### config.mk
export PLATFORM = sky130hd
export DESIGN_NAME = regfile_2w2r
export DESIGN_NICKNAME = d
export VERILOG_FILES = /design/src/rtl/regfile_2w2r.sv
export SDC_FILE = /design/constraint.sdc
export NUM_CORES = 2
export LEC_CHECK = 0
export CORE_ASPECT_RATIO = 1.5
export CORE_MARGIN = 4
export CORE_UTILIZATION = 30
export CTS_BUF_LIST = sky130_fd_sc_hd__clkbuf_16
export CTS_CLUSTER_SIZE = 14
export DETAILED_ROUTE_END_ITERATION = 6
export DONT_BUFFER_PORTS = 1
export PLACE_DENSITY = 0.54
export SLEW_MARGIN = 0
export SYNTH_ARGS = -nofsm -noshare
export SYNTH_HDL_FRONTEND = slang
export SYNTH_SLANG_ARGS = --single-unit
### constraint.sdc
create_clock -name clk -period 4.45 [get_ports clk]
set_clock_uncertainty 0.2 [all_clocks]
set_input_delay 0.445 -clock clk [delete_from_list [all_inputs] [get_ports clk]]
set_output_delay 0.445 -clock clk [all_outputs]
set_load 0.005 [all_outputs]
### src/rtl/regfile_2w2r.sv
// Two-write/two-read register file with optional zero register, write bypass and post-reset init sweep.
// Latency: reads combinational, writes land on the next edge; backpressure: ready stays low during init and writes are dropped.
module regfile_2w2r #(
    parameter int DATA_W   = 32,
    parameter int ADDR_W   = 5,
    parameter int ZERO_REG = 1,
    parameter int BYPASS   = 1
) (
    input  logic              clk,
    input  logic              reset,
    input  logic              we0,
    input  logic [ADDR_W-1:0] waddr0,
    input  logic [DATA_W-1:0] wdata0,
    input  logic              we1,
    input  logic [ADDR_W-1:0] waddr1,
    input  logic [DATA_W-1:0] wdata1,
    input  logic [ADDR_W-1:0] raddr0,
    input  logic [ADDR_W-1:0] raddr1,
    output logic [DATA_W-1:0] rdata0,
    output logic [DATA_W-1:0] rdata1,
    output logic              ready
);

    localparam int DEPTH = 1 << ADDR_W;
    localparam logic [ADDR_W-1:0] CNT_LAST = ADDR_W'(DEPTH - 1);

    typedef enum logic {
        ST_INIT = 1'b0,
        ST_RUN  = 1'b1
    } state_t;

    state_t              state_q, state_d;
    logic [ADDR_W-1:0]   cnt_q, cnt_d;
    logic [DATA_W-1:0]   mem_q [DEPTH];

    logic                in_init;
    logic                wr0_ok;
    logic                wr1_ok;

    always_comb begin
        state_d = state_q;
        cnt_d   = cnt_q;
        case (state_q)
            ST_INIT: begin
                if (cnt_q == CNT_LAST) begin
                    state_d = ST_RUN;
                end else begin
                    cnt_d = cnt_q + ADDR_W'(1);
                end
            end
            ST_RUN: begin
                state_d = ST_RUN;
            end
            default: begin
                state_d = ST_INIT;
                cnt_d   = '0;
            end
        endcase
    end

    always_ff @(posedge clk) begin
        if (reset) begin
            state_q <= ST_INIT;
            cnt_q   <= '0;
        end else begin
            state_q <= state_d;
            cnt_q   <= cnt_d;
        end
    end

    // Port 1 wins an address collision, so port 0 is suppressed rather than relying on write order.
    assign in_init = (state_q == ST_INIT);
    assign wr1_ok  = !in_init && we1 && !((ZERO_REG != 0) && (waddr1 == '0));
    assign wr0_ok  = !in_init && we0 && !((ZERO_REG != 0) && (waddr0 == '0))
                     && !(we1 && (waddr1 == waddr0));

    // No array reset: the init sweep clears one entry per cycle so this can map to RAM.
    always_ff @(posedge clk) begin
        if (!reset) begin
            if (in_init) begin
                mem_q[cnt_q] <= '0;
            end
            if (wr0_ok) begin
                mem_q[waddr0] <= wdata0;
            end
            if (wr1_ok) begin
                mem_q[waddr1] <= wdata1;
            end
        end
    end

    always_comb begin
        rdata0 = mem_q[raddr0];
        if (in_init) begin
            rdata0 = '0;
        end else if ((ZERO_REG != 0) && (raddr0 == '0)) begin
            rdata0 = '0;
        end else if ((BYPASS != 0) && we1 && (waddr1 == raddr0)) begin
            rdata0 = wdata1;
        end else if ((BYPASS != 0) && we0 && (waddr0 == raddr0)) begin
            rdata0 = wdata0;
        end
    end

    always_comb begin
        rdata1 = mem_q[raddr1];
        if (in_init) begin
            rdata1 = '0;
        end else if ((ZERO_REG != 0) && (raddr1 == '0)) begin
            rdata1 = '0;
        end else if ((BYPASS != 0) && we1 && (waddr1 == raddr1)) begin
            rdata1 = wdata1;
        end else if ((BYPASS != 0) && we0 && (waddr0 == raddr1)) begin
            rdata1 = wdata0;
        end
    end

    assign ready = (state_q == ST_RUN);

endmodule

* Word-level counts from Yosys, hierarchy flattened
Memories as Yosys holds them, arrays and structs flattened.
Cells that the tools add are included.
** Storage, ports and cells
- Register bits :: 6
- Word-level logic and storage cells :: 53
- Output and inout bits :: 65
- Bits in writable memories :: 1024
- Memories :: 1
** Cells by class
- Reduce and logical (&&, ||, !) cells :: 19
- Mux-type cells :: 22
- Bitwise operators :: 2
- Eq/ne operators :: 6
- Add/subtract/negate cells :: 1
** Memory list
- mem_q :: words 32, width 32, read ports 2, clocked after memory_dff 0, wr ports 2, line 34 : logic [DATA_W-1:0] mem_q [DEPTH];
** Operators by type and width (number)
- 32-bit 2-to-1 mux :: 9
- 32-bit OR reduction :: 1
- 5-bit equality test :: 5
- 5-bit logical NOT :: 4
- 1-bit 2-to-1 mux :: 11
- 1-bit logical AND :: 10
- 5-bit by 1-bit adder with 5-bit output, second input constant :: 1
- 5-bit equality test, second input constant :: 1
- 5-bit 2-to-1 mux :: 1
- 1-bit logical NOT :: 3
- 1-bit inverter :: 2
- 1-bit case mux with 2 select lines :: 1
- 2-bit AND reduction :: 1

* Logic depth before layout (Yosys ltp)
- Depth after elaboration :: 9
- Gate-level depth with buffers :: 9
- Depth with buffers taken out :: 7

* Worst setup path after synthesis
Ideal clock, no wire load.
- Kind :: input port to flip-flop
- Start point :: input waddr0[3]
- End point :: memory mem_q[20][0], enable pin
- Cell stages on the path :: 8
- Arrival time :: 3.491 ns
- Buffers on the path :: 3
- Path slack :: 0.331 ns
- Library setup time :: 0.428 ns
- Cells stage by stage :: buf_2 > nor3_1 > and3_1 > a311oi_4 > buf_6 > buf_8 > mux2_4 > o21bai_1
** RTL lines
- start, declared :: line 12 : input logic [ADDR_W-1:0] waddr0,
- end, declared :: line 34

* Final worst setup path
- Start point :: register state_q (netlist: ready)
- End point :: output rdata1[1]
** Between the ends
- Longest elaborated chain between the ends :: 1
** Ends and longest elaborated chain
- start, declared :: line 32 : state_t state_q, state_d;
- start signal, assigned :: line 66 : state_q <= state_d;
- 32-bit 2-to-1 mux :: line 107 : if (in_init) begin
- end, declared :: line 20 : output logic [DATA_W-1:0] rdata1,
No other way between the ends.

==> flow_summary.json <==
{
  "status": "complete, but fails checks",
  "violations": "DRC",
  "use_met2_pct": 37.84,
  "slew_violations": 0,
  "rsz0062_at_grt": "no",
  "nets": 4964,
  "die_h_um": 554.2,
  "dp.cells": 7301,
  "vias": 44270,
  "clock-sinks": 1030,
  "fmax_mhz": 237.7,
  "drc_errors": 2,
  "ys_seq_elements": 1030,
  "num_rows": 200,
  "setup_viol": 0,
  "synth_cells": 5202,
  "boundaryPins": 153,
  "grtUsageMet1_pct": 25.10,
  "slew_headroom_pct": 0.9608,
  "crit_slowest_cell": "o21ba_2",
  "syn-num-nets": 5292,
  "setup.worst_path.start_class": "flip-flop",
  "crit_required_ps": 3810,
  "dr.pass1.iters": 7,
  "start_util_pct": 30.14,
  "routedWlPerCell_um": 30.65,
  "nFillCells": 19400,
  "port_buffers": 0,
  "ys_types": 52,
  "clockBufferDepth": 3,
  "final_common_cell": "nand2_1",
  "worst_path_most_repeated_cell": "o21ai_0",
  "drive_above_1_share_pct": 17.84,
  "grt_start_max_net_pins": 260,
  "finalHoldViolCount": 0,
  "async_flop_share_pct": 0,
  "detailed_place_hpwl_um": 138700,
  "avgSynthCellArea_um2": 11.47,
  "ys_seq_area_share_pct": 51.74,
  "cts_buffers": 93,
  "ys_warn_count": 0,
  "ys_top_cells_by_area": "edfxtp_1, mux4_2, o21ai_0, nand2_1, a22oi_1",
  "vias_per_cell": 5.834,
  "syn-cell-area_mm2": 0.05966,
  "finalSetupTns_ps": 0,
  "p_per_area_mw_per_mm2": 304.5,
  "cts.htree.levels": 3,
  "synth_area_leader_cell": "edfxtp_1",
  "clkLatencyLatePin_ps": 700,
  "finish.utilization_pct": 33.67,
  "grt_pass1_wl_um": 324300,
  "cap_violations": 0,
  "use_met3_pct": 4.543,
  "synth_flop_cell": "edfxtp_1",
  "antenna_found_initial": 13,
  "wl_um": 232600,
  "netlist.area_leader.share_pct": 51.54,
  "power_leakage_nw": 19.24,
  "cp.arrival_ps": 3560,
  "fp.dieW_um": 372.1,
  "cts_tree": "built",
  "critPathMaxFanout": 17,
  "vdd_ir_drop_max_mv": 0.2609,
  "layout.cells.non_filler": 7588,
  "period_share_pct": 94.55,
  "max_stage_delay_ps": 780,
  "timing_worst_setup_path_type": "flip-flop to primary output",
  "grt-ovfl-total": 0,
  "drtIter0Drc": 5371,
  "synth_edf_count": 1024,
  "fin_crit_ps": 4207,
  "grt_pass1_vias": 43660,
  "fp.coreArea_mm2": 0.1979,
  "worst_pin_slew_ps": 1486,
  "top_usage_layer": "met2",
  "track_usage_pct": 21.98,
  "cts_root_buffer": "clkbuf_16",
  "detail-route-antenna-nets": 0,
  "dieArea_mm2": 0.2062,
  "hp-class": "input pin to flip-flop",
  "gp_congestion": 0.8670,
  "clk_pin_slew_ps": 70,
  "final_cell_mix": "nand2_1, edfxtp_1, o21ai_0",
  "cts_resized": 0,
  "cp_cell_sequence": "o21ai_0, o21ba_2, buf_12, o21ai_0, o21ai_1",
  "area_growth_pct": 11.71,
  "worstSetupEndpointType": "primary output"
}
## layer usage
metal	wire length, um	up-vias	part of all wire, %
met4	15540	2	6.7
met1	79250	22150	34
met2	116200	2496	50
met5	14	-	0.0060
li1	-	18950	-
met3	21630	678	9.3
## area by class of cell
type                       count  area [um2]  area share, %
antenna                       19       47.55        0.07134
clock buffer                  94        2352          3.529
clock inverter                70       550.5         0.8260
inverter                      70       262.8         0.3942
multi-input combinational   3420       26410          39.62
sequential                  1030       30870          46.32
tap                         2626        3286          4.930
timing repair buffer         259        2875          4.314
## worst max-delay path, delay by kind of cell (launching register included)
kind / cells / cell delay [ps]
AO/OA/AOI/OAI: 4 / 1900
buffers and inverters: 1 / 270
flip-flops: 1 / 660
## final timing paths
check             from            to  slack [ps]  cells past startpoint
min          wdata0[7]   mem_q[0][7]          50                      3
min reg2reg   cnt_q[1]      cnt_q[1]         420                      2
max              ready     rdata1[1]         240                      5
max reg2reg      ready  mem_q[3][14]         510                      8
## through the flow
stage	area, um2	hold slack (ps)	total power (W)	setup slack (ps)
final	66650	51.10	0.02030	242.6
after global routing	66610	67.64	0.02077	181.9
after CTS	66600	3.048	0.02033	364.2
after detailed placement	62340	319.3	0.01201	779.7
after global placement	62340	317.5	0.01201	812.2
after floorplan	59660	330.7	0.01192	330.8
## cell families after synthesis
| logic type | Yosys count | share of synthesized area, % |
|---|---|---|
| flops | 1030 | 51.74 |
| mux | 616 | 19.81 |
| compound gates | 1519 | 14.64 |
| simple gates | 1255 | 8.254 |
| fa+ha+maj | 2 | 0.04193 |
| xor+xnor | 28 | 0.4110 |
| buf+inv | 752 | 5.102 |
## power breakdown
group / internal [W] / switching [W]
logic: 0.000655 / 0.000848
registers: 0.0106 / 0.0000415
clock network: 0.00435 / 0.00383
total: 0.0156 / 0.00472
## repair_timing
item | CTS | global route
setup endpoints to repair | 0 | 0
endpoints found under the hold margin | 1004 | 0
hold buffers | 104 | 0
setup buffers | 0 | 0
## sequential cells by signal (all words and copies together), names as in the netlist
register  flops
cnt_q         5
mem_q      1024
ready         1
## cell usage after synthesis (28+ instances only)
master / number
o21bai_1: 28
edfxtp_1: 1024
nand2_1: 1163
mux2_2: 32
inv_1: 70
buf_2: 141
a22oi_1: 256
o21ai_0: 1023
a21o_1: 32
mux4_2: 448
a221oi_1: 32
buf_1: 35
o21ai_1: 36
o22ai_1: 99
clkbuf_1: 498
mux2i_1: 134
No activity file was read; power rests on OpenSTA's default activity.
